<file path="src/rtl/pc_unit.sv">
// ============================================================================
// Module   : pc_unit
// Brief    : Fetch program counter for the pipelined RISC-V core. It provides:
//            - boot sequencing
//            - prioritised next-PC selection (trap > branch > stall > +4)
//            - redirect target alignment checking
//            - a registered flush pulse
//            - a saturating redirect counter
// Revision : 1.0 - initial release
// ============================================================================
`default_nettype none

module pc_unit #(
  parameter int unsigned XLEN         = 32,
  parameter logic [31:0] RESET_VECTOR = 32'h0000_0000,
  parameter logic [31:0] TRAP_VECTOR  = 32'h0000_0100,
  parameter int unsigned IALIGN       = 4,
  parameter int unsigned CNT_W        = 16
) (
  input  logic             clk,
  input  logic             rst,
  input  logic             stall,
  input  logic             br_taken,
  input  logic [XLEN-1:0]  br_target,
  input  logic             trap,
  output logic [XLEN-1:0]  PC,
  output logic [XLEN-1:0]  PC_Plus4,
  output logic             fetch_valid,
  output logic             flush,
  output logic             misalign,
  output logic [CNT_W-1:0] redirect_cnt
);

  // BOOT is only ever entered through reset; RUN is the steady state.
  typedef enum logic [0:0] {
    ST_BOOT = 1'b0,
    ST_RUN  = 1'b1
  } state_t;

  // Vectors are supplied as 32-bit values and resized to the PC width.
  localparam logic [XLEN-1:0]  c_reset_pc = XLEN'(RESET_VECTOR);
  localparam logic [XLEN-1:0]  c_trap_pc  = XLEN'(TRAP_VECTOR);
  localparam logic [CNT_W-1:0] c_cnt_max  = {CNT_W{1'b1}};
  localparam logic [XLEN-1:0]  c_pc_inc   = XLEN'(4);
  localparam logic [CNT_W-1:0] c_cnt_one  = CNT_W'(1);

  state_t           state_q, state_d;
  logic [XLEN-1:0]  pc_q, pc_d;
  logic             fetch_valid_q, fetch_valid_d;
  logic             flush_q, flush_d;
  logic             misalign_q, misalign_d;
  logic [CNT_W-1:0] cnt_q, cnt_d;

  logic             w_misaligned;
  logic             w_redirect;
  logic [XLEN-1:0]  w_pc_plus4;

  // A target is misaligned when it is not on an instruction boundary.
  // With compressed support (IALIGN = 2) only bit 0 matters.
  generate
    if (IALIGN == 2) begin : g_ialign2
      assign w_misaligned = br_target[0];
    end else begin : g_ialign4
      assign w_misaligned = |br_target[1:0];
    end
  endgenerate

  // Sequential fetch address; wraps naturally modulo 2^XLEN.
  assign w_pc_plus4 = pc_q + c_pc_inc;

  // Next-state and next-PC selection.
  // Priority is trap > branch (aligned or not) > stall > increment.
  // Redirects win over stall so that a flush is never delayed.
  always_comb begin
    state_d       = state_q;
    pc_d          = pc_q;
    fetch_valid_d = fetch_valid_q;
    flush_d       = 1'b0;
    misalign_d    = 1'b0;
    cnt_d         = cnt_q;
    w_redirect    = 1'b0;

    case (state_q)
      ST_BOOT: begin
        // All requests are ignored during the boot edge. The PC stays at
        // the reset vector so that it becomes the first fetched address.
        state_d       = ST_RUN;
        fetch_valid_d = 1'b1;
      end

      ST_RUN: begin
        fetch_valid_d = 1'b1;
        if (trap) begin
          // A trap masks any simultaneous branch, so no misalign is reported.
          pc_d       = c_trap_pc;
          flush_d    = 1'b1;
          w_redirect = 1'b1;
        end else if (br_taken && !w_misaligned) begin
          pc_d       = br_target;
          flush_d    = 1'b1;
          w_redirect = 1'b1;
        end else if (br_taken) begin
          // A misaligned redirect target is diverted to the trap vector.
          pc_d       = c_trap_pc;
          flush_d    = 1'b1;
          misalign_d = 1'b1;
          w_redirect = 1'b1;
        end else if (stall) begin
          pc_d = pc_q;
        end else begin
          pc_d = w_pc_plus4;
        end
      end

      default: begin
        state_d       = ST_BOOT;
        pc_d          = c_reset_pc;
        fetch_valid_d = 1'b0;
      end
    endcase

    // The performance counter sticks at all-ones instead of wrapping.
    if (w_redirect && (cnt_q != c_cnt_max)) begin
      cnt_d = cnt_q + c_cnt_one;
    end
  end

  // State and output registers, cleared asynchronously by the active-low reset.
  always_ff @(posedge clk or negedge rst) begin
    if (!rst) begin
      state_q       <= ST_BOOT;
      pc_q          <= c_reset_pc;
      fetch_valid_q <= 1'b0;
      flush_q       <= 1'b0;
      misalign_q    <= 1'b0;
      cnt_q         <= '0;
    end else begin
      state_q       <= state_d;
      pc_q          <= pc_d;
      fetch_valid_q <= fetch_valid_d;
      flush_q       <= flush_d;
      misalign_q    <= misalign_d;
      cnt_q         <= cnt_d;
    end
  end

  assign PC           = pc_q;
  assign PC_Plus4     = w_pc_plus4;
  assign fetch_valid  = fetch_valid_q;
  assign flush        = flush_q;
  assign misalign     = misalign_q;
  assign redirect_cnt = cnt_q;

endmodule

`default_nettype wire

</file>
<file path="config.mk">
export PLATFORM = sky130hd
export DESIGN_NAME = pc_unit
export DESIGN_NICKNAME = d
export VERILOG_FILES = /design/src/rtl/pc_unit.sv
export SDC_FILE = /design/constraint.sdc
export NUM_CORES = 1
export LEC_CHECK = 0
export BUFFER_PORTS_ARGS = -buffer_cell sky130_fd_sc_hd__buf_2
export CAP_MARGIN = 20
export CORE_MARGIN = 2
export CORE_UTILIZATION = 53
export DETAILED_ROUTE_END_ITERATION = 7
export HOLD_SLACK_MARGIN = 0.02
export PLACE_DENSITY = 0.86
export SLEW_MARGIN = 20
export SYNTH_ARGS = -nofsm -noshare
export SYNTH_HDL_FRONTEND = slang
export SYNTH_SLANG_ARGS = --single-unit
export TNS_END_PERCENT = 30
</file>
<file path="constraint.sdc">
create_clock -name clk -period 4.8 [get_ports clk]
set_input_delay 0.96 -clock clk [delete_from_list [all_inputs] [get_ports clk]]
set_output_delay 0.96 -clock clk [all_outputs]
set_load 0.005 [all_outputs]
</file>
==> summary.md, run 1 <==
| Metric | Value |
|---|---|
| Outcome | finished clean |
| Max frequency | 288 MHz |
| CTS Buf Count | 5 |
| CP top delay family | simple AND/OR/NAND/NOR gates |
| Clock latency at the later pin of the worst-skew pair | 0.32 ns |
| Port Buf Inserts | 119 |
| Final ANT Viol Nets | 0 |
| DR vias | 3119 |
| HPWL Detailed | 6.46 mm |
| Num Clock Sinks | 51 |
| Number of setup buffers added after CTS | 0 |
| Hold Path Class | reg -> reg |
| Synth Flop Type | dfrtp_1 |
| Relative slew slack | 0.384 |
| WHS Path Cells | 1 |
| Slew Limit Fails | 0 |
| Ys async rst share | 1.00 |
| Critical path launch point type | flip-flop |
| Worst Path Arrival | 2.51 ns |
| VDD IR-drop max | 127 uV |
| Final Hold Fails | 0 |
| Via-per-instance ratio | 5.96 |
| Period utilization | 0.723 |
| Max-capacitance violation count | 0 |
| First-pass GRT wire length | 13.8 mm |
| Mapped Avg Cell Area | 9.11 um^2 |
| Clock tree from TritonCTS | done |
| Routability congestion estimate from global placement | 0.956 |
| Crit Path Class | reg -> out |
| Gr ovfl total | 0 |
| Crit path max-delay cell type | nor4_1 |
| Post-Syn Instances | 336 |
| Most frequent CP cell | nand3_1 |
| Minimum clock period | 3.47 ns |
| Ys Warns | 0 |
| Area Growth Syn to Fin | 24.0% |
| Synth top area share | 0.417 |
| Ant diodes | 0 |
| Clk buf depth | 2 |
| Buf/Inv on CP | 1 |
| Post-synthesis instance area | 3060 um^2 |
| Root buffer cell | clkbuf_8 |
| Synth area leaders | dfrtp_1 (42%), xnor2_1 (6.6%), nand2_1 (5.1%) |
| DRC Markers | 0 |
| Hold Crit Endpoint | PC[0] |
| Unique masters post-synth | 52 |
| Core area | 5540 um^2 |
| I/O pins | 120 |
| RR Endpoint | PC[18] |
| Maximum number of pins on one net before global-route repair | 52 |
| Drt total wl | 8.69 mm |
| Final Util | 0.685 |
| Crit-path max cell delay | 0.74 ns |
| Register area share after synthesis | 0.417 |
| Cell Chain, Critical Path | ha_1 -> nand3_1 -> nor4_1 -> nand3_1 -> xnor2_1 -> buf_2 |
| Initial antenna violation count | 0 |
| Die Height | 80.0 um |
| Max Fanout on Critical Path | 8 |
| FF-to-FF Start | PC[2] |
| Hold Buf Count CTS | 0 |
| Slew of the pin with the lowest slew margin | 0.916 ns |
| Leak pwr | 1.94 nW |
| HP Start | PC[0] |
| Die X | 80.0 um |
| Drt pass-1 iters | 5 |
| PostCTS Resize Cnt | 0 |
| Fin worst setup slack | 1.33 ns |
| Starting Density | 0.553 |
| Setup TNS | 0 ns |
| CP required | 3.84 ns |
| Clock H-tree levels | 2 |
| Avg WL per Cell | 16.6 um |
| Pre-CTS setup slack | 1.64 ns |
| Power Density | 263 nW/um^2 |
| Final setup viols | 0 |
| Post-synth EDFFs | 0 |
| Seq cells post-synth | 51 |
| Share of layout cells above drive strength 1 | 0.315 |
| Crit. End Element | primary output |
| Full die area | 6400 um^2 |
| Total power | 0.999 mW |
| Gr usage total | 0.275 |
| Flop2flop setup slack | 2.36 ns |
| Cell taking the most area after synthesis | dfrtp_1 |
| CTS clk-pin slew, worst paths | 0.10 ns |
| R2r worst-path depth | 6 |
| Vias in the first global route | 2813 |
| DRT iter0 DRCs | 217 |
| Nets | 489 |
| Num rows | 27 |
| Worst Skew | 0.00625 ns |
| Syn_nets | 375 |
| RSZ-0062 raised after global routing | false |
==> sequential cells by signal (all words and copies together), names as in the netlist <==
register,cells
PC,32
redirect_cnt,16
fetch_valid,1
flush,1
misalign,1
==> synth_stat cells (2+ instances only) <==
cell      number
nand4_1        6
a22oi_1        7
clkbuf_1       8
o21a_1         2
inv_1          8
a21o_1         3
o21ai_0       13
nand3_1       24
and3_1         5
nor4_1         7
o311ai_0       5
or3_1          2
a22o_1        12
xor2_1        17
o31ai_1        3
a31o_2         3
o21ai_1        2
nor3_1        12
nor2_1        26
a31oi_1        5
a21oi_1        8
dfrtp_1       51
and4_1         5
ha_1           2
buf_4          2
buf_2          4
xnor2_1       23
nand2_1       42
and2_1         2
nor2b_1        2
a221o_1        4
==> how the worst max path moves through the flow <==
stage	to	depth (start not counted)	slack, ns	from
finish	PC_Plus4[18]	6	1.33	PC[2]
detailed placement	PC_Plus4[18]	6	1.64	PC[2]
CTS	PC_Plus4[18]	6	1.34	PC[2]
global route	PC_Plus4[18]	6	1.06	PC[2]
global placement	PC_Plus4[18]	6	1.66	PC[2]
floorplan	PC_Plus4[25]	5	1.99	PC[9]
==> cells in the final DEF (no fill, tap or decap), drive strengths merged, types with 3 or more instances in the layout <==
master / netlist / routed
buf: 7 / 122
dfrtp: 51 / 51
nand2: 42 / 42
nor2: 26 / 26
nand3: 24 / 24
xnor2: 23 / 23
xor2: 17 / 17
o21ai: 16 / 16
a22o: 12 / 12
nor3: 12 / 12
inv: 8 / 9
a21oi: 8 / 8
nor4: 7 / 7
a22oi: 7 / 7
nand4: 7 / 7
o311ai: 7 / 7
and4: 5 / 5
and3: 5 / 5
a31oi: 5 / 5
clkbuf: 8 / 5
a221o: 4 / 4
a31o: 3 / 3
a21o: 3 / 3
o31ai: 3 / 3
==> metrics by stage <==
step | instance area [um^2] | instances | hold slack (ns)
6_report | 3800 | 523 | 0.509
2_1_floorplan | 3060 | 336 | 0.478
3_5_place_dp | 3700 | 515 | 0.486
5_1_grt | 3800 | 523 | 0.520
3_3_place_gp | 3700 | 515 | 0.468
4_1_cts | 3800 | 523 | 0.500
==> area by class of cell <==
| class | instances | area, um^2 |
|---|---|---|
| fill | 460 | 1740 |
| clock buffer | 5 | 68.8 |
| clock inverter | 3 | 28.8 |
| inverter | 8 | 30.0 |
| timing repair buffer | 122 | 618 |
| tap | 72 | 90.1 |
| multi-input combinational | 262 | 1680 |
| sequential | 51 | 1280 |
==> power by group <==
group	leakage, nW	internal, mW	total, mW	switching (mW)
clock network	0.0502	0.108	0.266	0.158
registers	0.683	0.470	0.530	0.0604
logic	1.20	0.101	0.203	0.102
total	1.94	0.680	0.999	0.320
==> logic make-up (layout without fill, tap and decap cells) <==
group | count (synthesis) | in the layout | synth area share
buf+inv | 23 | 138 | 0.0347
mux | 1 | 1 | 0.00368
simple gates | 141 | 141 | 0.234
other cells | 1 | 1 | 0.00122
xor+xnor | 40 | 40 | 0.114
fa+ha+maj | 2 | 2 | 0.00817
flops | 51 | 51 | 0.417
compound gates | 77 | 77 | 0.187
==> metal layers <==
metal  global-route usage  part of all wire  up-vias
met3               0.0656             0.090       18
met4               0.0949             0.022        0
li1                     -                 -     1457
met5                    0                 0        -
met2                0.432              0.49      171
met1                0.371              0.40     1473
Power figures use the tool's default switching activity.
==> run 2: changes to the inputs <==
--- a/config.mk
+++ b/config.mk
@@ -8,10 +8,10 @@
 export BUFFER_PORTS_ARGS = -buffer_cell sky130_fd_sc_hd__buf_2
 export CAP_MARGIN = 20
 export CORE_MARGIN = 2
-export CORE_UTILIZATION = 53
+export CORE_UTILIZATION = 49
 export DETAILED_ROUTE_END_ITERATION = 7
 export HOLD_SLACK_MARGIN = 0.02
-export PLACE_DENSITY = 0.86
+export PLACE_DENSITY = 0.8
 export SLEW_MARGIN = 20
 export SYNTH_ARGS = -nofsm -noshare
 export SYNTH_HDL_FRONTEND = slang
==> constraint.sdc (replaced) <==
create_clock -name clk -period 3.6 [get_ports clk]
set_input_delay 0.72 -clock clk [delete_from_list [all_inputs] [get_ports clk]]
set_output_delay 0.72 -clock clk [all_outputs]
set_load 0.005 [all_outputs]
==> summary.md, run 2 (synthesized netlist as in run 1, its figures left out) <==
| Metric | Value |
|---|---|
| Crit. End Element | primary output |
| Largest register FFs | 32 (unchanged) |
| Power Density | 349 nW/um^2 (+32%) |
| Pre-CTS setup slack | 0.789 ns (-0.854 ns) |
| Outcome | finished clean |
| CTS Buf Count | 5 (unchanged) |
| Clock latency at the later pin of the worst-skew pair | 0.31 ns (about the same) |
| Num Clock Sinks | 51 (unchanged) |
| Crit path max-delay cell type | or4_4 |
| Full die area | 6900 um^2 (+7.7%) |
| Clock H-tree levels | 2 (unchanged) |
| Num rows | 28 (+3.7%) |
| Die X | 83.0 um (+3.8%) |
| Relative slew slack | 0.330 (-0.0536) |
| Critical path launch point type | flip-flop |
| Minimum clock period | 3.19 ns |
| Period utilization | 0.886 |
| Logic pwr share | 0.212 (+0.009) |
| Fin worst setup slack | 0.411 ns (-0.918 ns) |
| Core area | 5990 um^2 (+8.1%) |
| Gr usage total | 0.260 (-0.0149) |
| Avg WL per Cell | 17.0 um (+2.4%) |
| DRT iter0 DRCs | 165 (-24%) |
| Routability congestion estimate from global placement | 0.961 (+0.51%) |
| Gr ovfl total | 0 (unchanged) |
| Root buffer cell | clkbuf_8 |
| Final Util | 0.637 (-0.0480) |
| R2r worst-path depth | 5 (-1) |
| Hold Path Class | in -> async |
| Area Growth Syn to Fin | 24.7% |
| Max-capacitance violation count | 0 (unchanged) |
| Final Non-Filler Cells | 529 (+1.1%) |
| Vias in the first global route | 2968 (+5.5%) |
| Slew Limit Fails | 0 (unchanged) |
| CTS clk-pin slew, worst paths | 0.10 ns (about the same) |
| Max Fanout on Critical Path | 10 (+2) |
| Commonest non-fill, non-tap cell in the layout | buf_2 |
| Clock power share | 0.260 (-0.006) |
| Cell Chain, Critical Path | nand4_4 -> or3_1 -> or4_4 -> xnor2_1 -> buf_2 |
| Commonest cells after routing, fill and taps aside | buf_2 (119), dfrtp_1 (51), nand2_1 (42), nor2_1 (26), nand3_1 (24) |
| Leak pwr | 1.94 nW (+0.30%) |
| Max frequency | 314 MHz |
| Buf/Inv on CP | 1 (unchanged) |
| Clock tree from TritonCTS | done |
| Die Height | 83.0 um (+3.8%) |
| Worst Path Arrival | 2.47 ns (-0.04 ns) |
| Net Sw Frac | 0.321 (+0.00110) |
| Crit Path Class | reg -> out |
| Number of setup buffers added after CTS | 0 (unchanged) |
| Starting Density | 0.511 (-0.0416) |
| FF-to-FF Start | PC[9] |
| Drt pass-1 iters | 4 (-1) |
| Final Hold Fails | 0 (unchanged) |
| Slew of the pin with the lowest slew margin | 0.997 ns (+0.0812 ns) |
| DP Cell Count | 521 (+1.2%) |
| Worst Skew | 0.0104 ns (+0.00417 ns) |
| Nets | 492 (+0.61%) |
| I/O pins | 120 (unchanged) |
| Internal power | 0.903 mW (+33%) |
| Crit-path max cell delay | 0.60 ns (-0.14 ns) |
| Final ANT Viol Nets | 0 (unchanged) |
| Hold Buf Count CTS | 0 (unchanged) |
| CP top delay family | simple AND/OR/NAND/NOR gates |
| Port Buf Inserts | 119 (unchanged) |
| RR Endpoint | PC[17] |
| Switching power | 0.427 mW (+34%) |
| HPWL Detailed | 6.75 mm (+4.5%) |
| DR vias | 3114 (-0.16%) |
| Via-per-instance ratio | 5.89 (-1.3%) |
| Initial antenna violation count | 0 (unchanged) |
| Sequential power share | 0.529 (-0.002) |
| Ant diodes | 0 (unchanged) |
| PostCTS Resize Cnt | 0 (unchanged) |
| Maximum number of pins on one net before global-route repair | 28 (-46%) |
| Share of layout cells above drive strength 1 | 0.319 (+0.00453) |
| Final setup viols | 0 (unchanged) |
| Clk buf depth | 2 (unchanged) |
| First-pass GRT wire length | 14.8 mm (+7.7%) |
| DRC Markers | 0 (unchanged) |
| CP required | 2.88 ns (-0.96 ns) |
| RSZ-0062 raised after global routing | false |
| Setup TNS | 0 ns (unchanged) |
| Drt total wl | 9.00 mm (+3.5%) |
| VDD IR-drop max | 220 uV (+74%) |
| Flop2flop setup slack | 1.29 ns (-1.07 ns) |
==> run 2: cell types whose count changed in the layout (fill, tap and decap cells not counted), sizes merged <==
| cell | before | now |
|---|---|---|
| clkinvlp | 0 | 2 |
| clkinv | 2 | 0 |
| buf | 122 | 125 |
==> run 2: worst max-delay path by stage <==
stage / to / from / cells after the start / slack, ns
floorplan: PC_Plus4[25] / PC[9] / 5 / 1.03
finish: PC_Plus4[25] / PC[9] / 5 / 0.41
CTS: PC_Plus4[25] / PC[9] / 5 / 0.43
global route: PC_Plus4[29] / PC[9] / 6 / 0.18
global placement: PC_Plus4[25] / PC[9] / 5 / 0.84
detailed placement: PC_Plus4[25] / PC[9] / 5 / 0.79
==> run 2: stage by stage <==
stage / power (mW) / hold WS [ns] / instance area (um^2)
finish: 1.33 / 0.407 / 3820
floorplan: 0.841 / 0.424 / 3060
global route: 1.41 / 0.440 / 3820
global placement: 0.983 / 0.468 / 3720
detailed placement: 0.993 / 0.479 / 3720
CTS: 1.33 / 0.420 / 3820
==> run 2: area by class of cell <==
type | instances | area [um^2]
fillers | 521 | 2170
multi-input cells | 262 | 1680
flip-flops and latches | 51 | 1280
repair buffers | 125 | 641
well taps | 75 | 93.8
clock buffers | 5 | 68.8
inverters | 8 | 30.0
clock inverters | 3 | 23.8
==> run 2: routing by layer <==
| metal | wire length [um] | track usage | share of wire | vias to the layer above |
|---|---|---|---|---|
| met1 | 3910 | 0.365 | 0.43 | 1521 |
| met2 | 4380 | 0.422 | 0.49 | 122 |
| met3 | 593 | 0.0417 | 0.066 | 11 |
| li1 | - | - | - | 1460 |
| met5 | 0 | 0 | 0 | - |
| met4 | 111 | 0.0626 | 0.012 | 0 |
==> run 2: worst register-to-register path: cells and delay by family (launching register included) <==
family | cells | cell delay [ns]
AOI/OAI and AO/OA | 2 | 0.53
DFF | 1 | 0.51
and+or+nand+nor | 3 | 1.15
==> run 2: power groups by stage <==
stage               combinational [mW]  sequential (mW)  clock [mW]
floorplan                        0.135            0.706           0
global placement                 0.272            0.711           0
global route                     0.311            0.714       0.381
detailed placement               0.281            0.712           0
CTS                              0.283            0.701       0.349
finish                           0.282            0.703       0.346
==> run 3: changes to the inputs <==
--- a/config.mk
+++ b/config.mk
@@ -11,7 +11,7 @@
 export CORE_UTILIZATION = 49
 export DETAILED_ROUTE_END_ITERATION = 7
 export HOLD_SLACK_MARGIN = 0.02
-export PLACE_DENSITY = 0.8
+export PLACE_DENSITY_LB_ADDON = 0.15
 export SLEW_MARGIN = 20
 export SYNTH_ARGS = -nofsm -noshare
 export SYNTH_HDL_FRONTEND = slang
==> summary.md, run 3 (synthesized netlist as in run 1, its figures left out) <==
| Metric | Value |
|---|---|
| DR vias | 3041 (-2.3%) |
| Power Density | 349 nW/um^2 (about the same) |
| Ant diodes | 0 (unchanged) |
| Full die area | 6900 um^2 (unchanged) |
| Drt total wl | 8.71 mm (-3.2%) |
| Root buffer cell | clkbuf_8 |
| Initial antenna violation count | 0 (unchanged) |
| Max Fanout on Critical Path | 10 (unchanged) |
| Routability congestion estimate from global placement | 0.815 (-15%) |
| Leak pwr | 1.96 nW (+0.87%) |
| Sequential power share | 0.527 (-0.002) |
| Avg WL per Cell | 16.4 um (-3.4%) |
| Critical path launch point type | flip-flop |
| Net Sw Frac | 0.310 (-0.0106) |
| Drt pass-1 iters | 4 (unchanged) |
| Maximum number of pins on one net before global-route repair | 29 (+3.6%) |
| Clock H-tree levels | 2 (unchanged) |
| Logic pwr share | 0.207 (-0.005) |
| Hold Path Class | in -> async |
| Hold Buf Count CTS | 0 (unchanged) |
| RSZ-0062 raised after global routing | false |
| First-pass GRT wire length | 14.4 mm (-2.8%) |
| Switching power | 0.415 mW (-2.9%) |
| Max frequency | 316 MHz (+0.86%) |
| Num Clock Sinks | 51 (unchanged) |
| Crit. End Element | primary output |
| Gr usage total | 0.254 (-0.00602) |
| Worst Skew | 0.0112 ns (+0.000758 ns) |
| Vias in the first global route | 2831 (-4.6%) |
| CTS Buf Count | 5 (unchanged) |
| Num rows | 28 (unchanged) |
| Period utilization | 0.878 (-0.00759) |
| Area Growth Syn to Fin | 25.1% |
| Final ANT Viol Nets | 0 (unchanged) |
| Flop2flop setup slack | 1.25 ns (-0.04 ns) |
| Final Hold Fails | 0 (unchanged) |
| FF-to-FF Start | PC[9] |
| Outcome | finished clean |
| Die Height | 83.0 um (unchanged) |
| Via-per-instance ratio | 5.74 (-2.5%) |
| Internal power | 0.921 mW (+2.0%) |
| Final Util | 0.640 (+0.00230) |
| DRC Markers | 0 (unchanged) |
| VDD IR-drop max | 194 uV (-12%) |
| Slew of the pin with the lowest slew margin | 0.829 ns (-0.168 ns) |
| Clock latency at the later pin of the worst-skew pair | 0.31 ns (about the same) |
| Clock tree from TritonCTS | done |
| Max-capacitance violation count | 0 (unchanged) |
| R2r worst-path depth | 5 (unchanged) |
| Setup TNS | 0 ns (unchanged) |
| CTS clk-pin slew, worst paths | 0.10 ns (about the same) |
| Die X | 83.0 um (unchanged) |
| Relative slew slack | 0.442 (+0.112) |
| CP required | 2.88 ns (about the same) |
| Largest register FFs | 32 (unchanged) |
| HPWL Detailed | 6.49 mm (-3.9%) |
| Commonest cells after routing, fill and taps aside | buf_2 (119), dfrtp_1 (51), nand2_1 (42), nor2_1 (26), nand3_1 (24) |
| RR Endpoint | PC[17] |
| Starting Density | 0.511 (unchanged) |
| Minimum clock period | 3.16 ns (-0.0273 ns) |
| Clk buf depth | 2 (unchanged) |
| Commonest non-fill, non-tap cell in the layout | buf_2 |
| PostCTS Resize Cnt | 0 (unchanged) |
| Gr ovfl total | 0 (unchanged) |
| Share of layout cells above drive strength 1 | 0.321 (+0.00150) |
| Crit Path Class | reg -> out |
| Core area | 5990 um^2 (unchanged) |
| Worst Path Arrival | 2.44 ns (-0.03 ns) |
| Nets | 494 (+0.41%) |
| I/O pins | 120 (unchanged) |
| Number of setup buffers added after CTS | 0 (unchanged) |
| DRT iter0 DRCs | 219 (+33%) |
| Clock power share | 0.266 (+0.006) |
| Final setup viols | 0 (unchanged) |
| Slew Limit Fails | 0 (unchanged) |
| Port Buf Inserts | 119 (unchanged) |
[run 3: worst max path at each step]
stage / cells past startpoint / slack (ns) / start / endpoint
floorplan: 5 / 1.03 / PC[9] / PC_Plus4[25]
global placement: 5 / 0.85 / PC[9] / PC_Plus4[25]
detailed placement: 5 / 0.81 / PC[9] / PC_Plus4[25]
CTS: 5 / 0.44 / PC[9] / PC_Plus4[25]
global route: 6 / 0.24 / PC[9] / PC_Plus4[29]
finish: 5 / 0.44 / PC[9] / PC_Plus4[25]
[run 3: per-stage QoR]
step	total power [mW]	worst slack [ns]	hold WS [ns]	cell area (um^2)	cells
CTS	1.34	0.442	0.413	3830	530
floorplan	0.841	1.03	0.424	3060	336
global route	1.41	0.235	0.432	3830	530
global placement	0.983	0.849	0.472	3740	523
finish	1.34	0.439	0.400	3830	530
detailed placement	0.992	0.806	0.489	3740	523
[run 3: area by class of cell]
class	count	area, um^2
clock buffers	6	82.6
multi-input cells	262	1680
fillers	529	2160
inverters	8	30.0
clock inverters	1	8.76
flip-flops and latches	51	1280
well taps	75	93.8
repair buffers	127	656
[run 3: worst max-delay path, cell delays in order (launching register included)]
cell and delay, ns:
dfrtp_1 0.52, nand4_4 0.18, or3_1 0.57, or4_4 0.60, xnor2_1 0.14, buf_2 0.12
[run 3: power groups by stage]
stage	clock, mW	combinational (mW)	sequential [mW]
global placement	0	0.273	0.710
global route	0.384	0.308	0.716
finish	0.355	0.277	0.704
detailed placement	0	0.278	0.715
floorplan	0	0.135	0.706
CTS	0.361	0.280	0.703
[run 3: layer usage]
layer,share of wire,vias to the layer above,GRT usage
li1,-,1463,-
met1,0.45,1434,0.377
met2,0.47,139,0.392
met3,0.071,5,0.0447
met4,0.0056,0,0.0477
met5,0,-,0
